[config.mk]
export PLATFORM = sky130hd
export DESIGN_NAME = gray_bin_pipe
export DESIGN_NICKNAME = d
export VERILOG_FILES = /design/src/rtl/gray_bin_pipe.sv
export SDC_FILE = /design/constraint.sdc
export NUM_CORES = 1
export LEC_CHECK = 0
export CAP_MARGIN = 20
export CELL_PAD_IN_SITES_DETAIL_PLACEMENT = 1
export CELL_PAD_IN_SITES_GLOBAL_PLACEMENT = 1
export CORE_AREA = 2 2 48 50
export DETAILED_ROUTE_END_ITERATION = 10
export DIE_AREA = 0 0 50 52
export DONT_BUFFER_PORTS = 1
export HOLD_SLACK_MARGIN = 0.1
export PLACE_DENSITY = 0.74
export SKIP_CTS_REPAIR_TIMING = 1
export SYNTH_ARGS = -nofsm -noshare
export SYNTH_HDL_FRONTEND = slang
export SYNTH_SLANG_ARGS = --single-unit
[constraint.sdc]
create_clock -name clk -period 3.6 [get_ports clk]
set_input_delay 0.72 -clock clk [delete_from_list [all_inputs] [get_ports clk]]
set_output_delay 0.72 -clock clk [all_outputs]
set_load 0.05 [all_outputs]
[src/rtl/gray_bin_pipe.sv]
// Registered Gray<->binary converter, valid/ready on both sides,
// with optional Gray adjacency check and saturating error count.
//
// Ports:
//   clk, rst            rising-edge clock, sync active-high reset
//   in_valid/in_ready   input handshake
//   in_mode             0 = Gray->binary, 1 = binary->Gray
//   in_data             input code
//   out_valid/out_ready output handshake
//   out_mode            mode of the word held in the output register
//   out_data            converted code
//   out_err             adjacency violation for this output word
//   err_cnt             saturating count of adjacency violations
module gray_bin_pipe #(
   parameter int WIDTH     = 4,
   parameter int CHECK_ADJ = 1,
   parameter int CNT_W     = 8
) (
   input  logic             clk,
   input  logic             rst,
   input  logic             in_valid,
   output logic             in_ready,
   input  logic             in_mode,
   input  logic [WIDTH-1:0] in_data,
   output logic             out_valid,
   input  logic             out_ready,
   output logic             out_mode,
   output logic [WIDTH-1:0] out_data,
   output logic             out_err,
   output logic [CNT_W-1:0] err_cnt
);

   logic             accept;
   logic             pop;
   logic [WIDTH-1:0] g2b;
   logic [WIDTH-1:0] b2g;
   logic [WIDTH-1:0] conv;
   logic [WIDTH-1:0] last_gray;
   logic             hist_vld;
   logic [WIDTH-1:0] diff;
   logic             multi;
   logic             adj_viol;
   logic             cnt_sat;

   assign in_ready = !out_valid || out_ready;
   assign accept   = in_valid && in_ready;
   assign pop      = out_valid && out_ready;

   // Binary bit i is the XOR of all Gray bits at or above i.
   always_comb begin
      g2b = '0;
      for (int i = 0; i < WIDTH; i++) begin
         g2b[i] = ^(in_data >> i);
      end
   end

   assign b2g  = in_data ^ (in_data >> 1);
   assign conv = in_mode ? b2g : g2b;

   // More than one bit set <=> clearing the lowest set bit leaves
   // something behind.
   assign diff  = in_data ^ last_gray;
   assign multi = |(diff & (diff - WIDTH'(1)));

   assign adj_viol = (CHECK_ADJ != 0) && hist_vld &&
                     !in_mode && multi;

   assign cnt_sat = &err_cnt;

   always_ff @(posedge clk) begin
      if (rst) begin
         out_valid <= 1'b0;
         out_mode  <= 1'b0;
         out_data  <= '0;
         out_err   <= 1'b0;
      end else if (accept) begin
         out_valid <= 1'b1;
         out_mode  <= in_mode;
         out_data  <= conv;
         out_err   <= adj_viol;
      end else if (pop) begin
         out_valid <= 1'b0;
      end
   end

   // History only tracks Gray-mode traffic.
   always_ff @(posedge clk) begin
      if (rst) begin
         hist_vld  <= 1'b0;
         last_gray <= '0;
      end else if (accept && !in_mode) begin
         hist_vld  <= 1'b1;
         last_gray <= in_data;
      end
   end

   always_ff @(posedge clk) begin
      if (rst) begin
         err_cnt <= '0;
      end else if (accept && adj_viol && !cnt_sat) begin
         err_cnt <= err_cnt + CNT_W'(1);
      end
   end

endmodule

==> results of run 1 <==
-- cell type report --
type | instances | area share
Multi-Input combinational cell | 77 | 0.497
Sequential cell | 20 | 0.426
Tap cell | 28 | 0.0372
Clock buffer | 3 | 0.0239
Timing Repair Buffer | 1 | 0.00798
Inverter | 2 | 0.00798
-- layer usage --
| layer | global-route usage | routed length [um] | vias up |
|---|---|---|---|
| met5 | 0 | 0 | - |
| met4 | 0.0972 | 16 | 0 |
| met3 | 0.0489 | 84 | 2 |
| met2 | 0.254 | 875 | 13 |
| li1 | - | - | 361 |
| met1 | 0.203 | 836 | 341 |
-- layout by cell type (no fill, tap or decap) --
cell type | Yosys | layout
inv_1 | 2 | 2
a21oi_1 | 12 | 12
and4b_1 | 1 | 1
nor2b_1 | 2 | 2
mux2i_1 | 5 | 5
nand2_1 | 7 | 7
o31ai_1 | 3 | 3
nand3_1 | 5 | 5
or3_1 | 3 | 3
xor2_1 | 2 | 2
ha_1 | 1 | 1
o21ai_0 | 2 | 2
buf_4 | 0 | 1
nand4_1 | 2 | 2
nand2b_1 | 1 | 1
mux2_2 | 1 | 1
nor3_1 | 1 | 1
clkbuf_4 | 0 | 3
o211ai_1 | 2 | 2
xnor2_1 | 8 | 8
dfxtp_1 | 20 | 20
or4_1 | 3 | 3
nor2_1 | 16 | 16
-- metrics by stage --
stage               instance area (um2)  power, mW  cells  utilization  hold slack [ns]
global placement                    918      0.296    128        0.436            0.445
CTS                                 941      0.400    131        0.447            0.471
detailed placement                  918      0.298    128        0.436            0.465
finish                              941      0.393    131        0.447            0.482
floorplan                           893      0.293    103            -            0.433
global route                        941      0.417    131        0.447            0.454
-- registers in the layout, summed over array words and instances, names as in the netlist --
| signal | flops |
|---|---|
| err_cnt | 8 |
| last_gray | 4 |
| out_data | 4 |
| hist_vld | 1 |
| out_err | 1 |
| out_mode | 1 |
| out_valid | 1 |
-- worst register-to-register path: stages (launching register included) --
cell	delay (ns)
dfxtp_1	0.52
ha_1	0.32
nand3_1	0.15
or3_1	0.14
nand4_1	0.40
or4_1	0.65
a21oi_1	0.14
-- final timing paths --
kind                           start                        end  slack [ns]  cells past startpoint
max          err_cnt[0]$_SDFFE_PP0P_    err_cnt[7]$_SDFFE_PP0P_        1.22                      6
min                              rst  last_gray[0]$_SDFFE_PP0P_        0.48                      1
max reg2reg  err_cnt[0]$_SDFFE_PP0P_    err_cnt[7]$_SDFFE_PP0P_        1.22                      6
min reg2reg    hist_vld$_SDFFE_PP0P_      hist_vld$_SDFFE_PP0P_        0.50                      2
-- logic make-up (layout without fill, tap and decap cells) --
group                    count (synthesis)  in the layout
multiplexers                             6              6
buffers and inverters                    6              6
adder cells (fa/ha/maj)                  1              1
AND/OR/NAND/NOR                         41             41
flip-flops                              20             20
AO/OA/AOI/OAI                           19             19
XOR/XNOR                                10             10
-- where the power goes --
group	internal, mW	switching [mW]	leakage [nW]
sequential	0.230	0.0248	0.163
clock	0.0389	0.0625	0.0138
combinational	0.0175	0.0200	0.147
==> flow_summary.yaml, run 1 <==
timing:
  fin_crit_ns: 2.38
  fin_ws_ns: 1.22
  max_freq_mhz: 421
  setup_viol: 0
  fin_setup_tns_ns: 0
  hold_viol_final: 0
  tightest_slew_ns: 0.614
  finalClockSkew_ns: 0.00770
  fin_crit_sh: 0.660
  rsz0062_at_grt: "no"
  max_slew_margin: 0.590
  slew_violations: 0
yosys:
  synth.avg_cell_area_um2: 8.67
  synth_cells: 103
  synth_top_family_by_area: "simple AND/OR/NAND/NOR gates"
  synth_compound_area_frac: 0.120
  yosys_warnings: 0
  synth.top_cells.by_area: "dfxtp_1 45%, xnor2_1 7.8%, a21oi_1 6.7%"
  yosysMostFrequentCell: "dfxtp_1"
  syn_area_um2: 893
  synthMuxAreaShare: 0.0686
  synth_fa_ha_area_frac: 0.0140
  synth_top_area_share: 0.448
  synth-simple-area-share: 0.223
  ys.flop_type: "dfxtp_1"
  synth-xor-area-share: 0.0980
  synth-edff-count: 0
  ys_types: 23
  async_flop_share: 0
  ys_seq_elements: 20
  synth_commonest_cells: "20 x dfxtp_1, 16 x nor2_1, 12 x a21oi_1, 8 x xnor2_1, 7 x nand2_1"
  syn_nets: 113
  synth.largest_area_cell: "dfxtp_1"
  ys_seq_area_frac: 0.448
setup_path:
  cp_top_family: "simple AND/OR/NAND/NOR gates"
  cp_cell_sequence: "ha_1 -> nand3_1 -> or3_1 -> nand4_1 -> or4_1 -> a21oi_1"
  crit_buf_inv: 0
  max_stage_delay_ns: 0.65
  critPathRequiredTime_ns: 3.83
  cpMaxStageDelayCell: "or4_1"
  arrival_ns: 2.60
  endpoint_kind: "flip-flop"
  startpoint_type: "flip-flop"
  crit_type: "flip-flop to flip-flop"
  path_max_fanout: 13
cells_and_area:
  areaGrowthSynthToFinish_pct: 5.32
  multi_input_area_um2: 468
  finalNetCount: 115
  drive_above_1_share: 0.0485
  fill_cells: 261
  register_area_um2: 400
  n_antenna_cell: 0
route:
  drc_errors: 0
  viasPerCell: 5.47
  vias: 717
  ant_nets: 0
  firstDrtPassIters: 1
  post_drt_wl_per_cell_um: 13.8
  drtIter0Drc: 0
  wl_um: 1810
clock_network:
  clkTransAtPathRegs_ns: 0.11
  tritoncts: "done"
  cts_sinks: 20
  cts_buffers: 3
  cts.path.max_buffers: 2
  clk_latency_ns: 0.29
  cts_max_level: 1
  ctsRootBufferMaster: "clkbuf_4"
floorplanning:
  start_util: 0.424
  die_h_um: 52
  die_x_um: 50
  coreArea_um2: 2110
  rows: 17
  dieArea_um2: 2600
  io_pins: 25
min_path:
  hold_class: "input pin to flip-flop"
global_routing:
  grt_max_degree: 22
  grt_pass1_wl_um: 3190
  grt_pass1_vias: 702
  grt_usage: 0.165
  grt_antenna_before_repair: 0
  grt_overflow: 0
place:
  io_buffer_count: 0
  gp_congestion: 0.707
  place_ws_ns: 1.05
  hpwl_um: 1390
power:
  p_per_area_nw_per_um2: 418
  p_leak_nw: 0.324
  peakVddDrop_v: 0.000201
outcome:
  status: "finished clean"
job:
  maxCapViolCount: 0
No activity file was read; power rests on OpenSTA's default activity.
==> inputs of run 2 (changes only) <==
--- a/config.mk
+++ b/config.mk
@@ -8,12 +8,12 @@
 export CAP_MARGIN = 20
 export CELL_PAD_IN_SITES_DETAIL_PLACEMENT = 1
 export CELL_PAD_IN_SITES_GLOBAL_PLACEMENT = 1
-export CORE_AREA = 2 2 48 50
+export CORE_AREA = 2 2 49 51
 export DETAILED_ROUTE_END_ITERATION = 10
-export DIE_AREA = 0 0 50 52
+export DIE_AREA = 0 0 51 53
 export DONT_BUFFER_PORTS = 1
 export HOLD_SLACK_MARGIN = 0.1
-export PLACE_DENSITY = 0.74
+export PLACE_DENSITY = 0.72
 export SKIP_CTS_REPAIR_TIMING = 1
 export SYNTH_ARGS = -nofsm -noshare
 export SYNTH_HDL_FRONTEND = slang
==> constraint.sdc (replaced) <==
create_clock -name clk -period 2.3 [get_ports clk]
set_input_delay 0.46 -clock clk [delete_from_list [all_inputs] [get_ports clk]]
set_output_delay 0.46 -clock clk [all_outputs]
set_load 0.05 [all_outputs]
==> run 2 against run 1 <==
Power grew 91%. Register-to-register slack worse by 0.79 ns. Sequential share of layout area down 4.3 points. Routed wire length rose by 10%. Non-clock buffer count is 10 higher.
==> flow_summary.yaml, run 2 (synthesized netlist as in run 1, its figures left out) <==
clock_network:
  ctsRootBufferMaster: "clkbuf_4"
  cts_buffers: 3
  cts.path.max_buffers: 2
  cts_max_level: 1
  tritoncts: "done"
  cts_sinks: 20
  clkTransAtPathRegs_ns: 0.12
  clk_latency_ns: 0.31
global_routing:
  grt_pass1_vias: 781
  grt_max_degree: 22
  grt_antenna_before_repair: 0
  grt_usage: 0.174
  grt_overflow: 0
  grt_pass1_wl_um: 3440
power:
  p_per_area_nw_per_um2: 717
  p_total_mw: 0.750
  peakVddDrop_v: 0.000395
  p_leak_nw: 0.391
cells_and_area:
  n_antenna_cell: 0
  largest_reg_flops: 8
  drive_above_1_share: 0.140
  multi_input_area_um2: 468
  final_util: 0.487
  largest_registers: "err_cnt x8, last_gray x4, out_data x4"
  register_area_um2: 400
  fin_area_um2: 1050
  areaGrowthSynthToFinish_pct: 17.1
  final_common_cell: "dfxtp_1"
  layout_common_cells: "20 x dfxtp_1, 16 x nor2_1, 12 x a21oi_1"
  finalNetCount: 125
  regMostFlops: "err_cnt"
  fill_cells: 274
  instances_no_fill: 142
floorplanning:
  coreArea_um2: 2150
  die_h_um: 53
  start_util: 0.416
  rows: 17
  dieArea_um2: 2700
  die_x_um: 51
  io_pins: 25
timing:
  max_freq_mhz: 534
  hold_viol_final: 0
  fin_setup_tns_ns: 0
  setup_viol: 0
  fin_crit_ns: 1.87
  finalClockSkew_ns: 0.00337
  max_slew_margin: 0.633
  fin_crit_sh: 0.814
  fin_ws_ns: 0.428
  slew_violations: 0
  holdWs_ns: 0.205
  tightest_slew_ns: 0.549
  rsz0062_at_grt: "no"
route:
  post_drt_wl_per_cell_um: 14.1
  viasPerCell: 5.30
  vias: 753
  firstDrtPassIters: 2
  drtIter0Drc: 5
  drc_errors: 0
  wl_um: 2000
  ant_nets: 0
outcome:
  status: "finished clean"
place:
  gp_congestion: 0.707
  io_buffer_count: 0
  hpwl_um: 1570
  place_ws_ns: 0.343
  placed_area_um2: 993
  dp.cells: 138
setup_path:
  crit_type: "flip-flop to flip-flop"
  rr_worst_depth: 7
  path_max_fanout: 9
  startpoint_type: "flip-flop"
  endpoint_kind: "flip-flop"
  critPathRequiredTime_ns: 2.54
  arrival_ns: 2.12
min_path:
  hold_class: "input pin to flip-flop"
  hold_depth: 1
job:
  maxCapViolCount: 0
-- run 2: critical path: stages (launching register included) --
cell and delay (ns):
dfxtp_1 0.33, ha_1 0.21, nand3_1 0.15, or3_1 0.14
nand4_1 0.19, buf_4 0.23, or4_1 0.40, a21oi_1 0.15
-- run 2: power breakdown --
part           internal [mW]  switching [mW]
Clock                  0.176           0.113
Combinational         0.0298          0.0389
Sequential             0.360          0.0325
-- run 2: path summary, 6_finish.rpt --
path,endpoint,slack [ns],start
setup reg to reg,err_cnt[6]$_SDFFE_PP0P_,0.43,err_cnt[0]$_SDFFE_PP0P_
hold reg to reg,hist_vld$_SDFFE_PP0P_,0.49,hist_vld$_SDFFE_PP0P_
setup / recovery,err_cnt[6]$_SDFFE_PP0P_,0.43,err_cnt[0]$_SDFFE_PP0P_
hold / removal,err_cnt[5]$_SDFFE_PP0P_,0.21,rst
-- run 2: final cells by class --
cell class / count / share of cell area
timing repair buffer: 11 / 0.0789
inverter: 2 / 0.00718
clock buffer: 3 / 0.0215
tap: 28 / 0.0335
multi-input combinational: 77 / 0.447
sequential: 20 / 0.383
clock inverter: 1 / 0.0287
-- run 2: routing by layer --
| metal | part of all wire | global-route usage | up-vias |
|---|---|---|---|
| met5 | 0 | 0 | - |
| met4 | 0.019 | 0.0946 | 0 |
| met3 | 0.052 | 0.0452 | 4 |
| met2 | 0.51 | 0.303 | 14 |
| met1 | 0.42 | 0.193 | 357 |
| li1 | - | - | 378 |
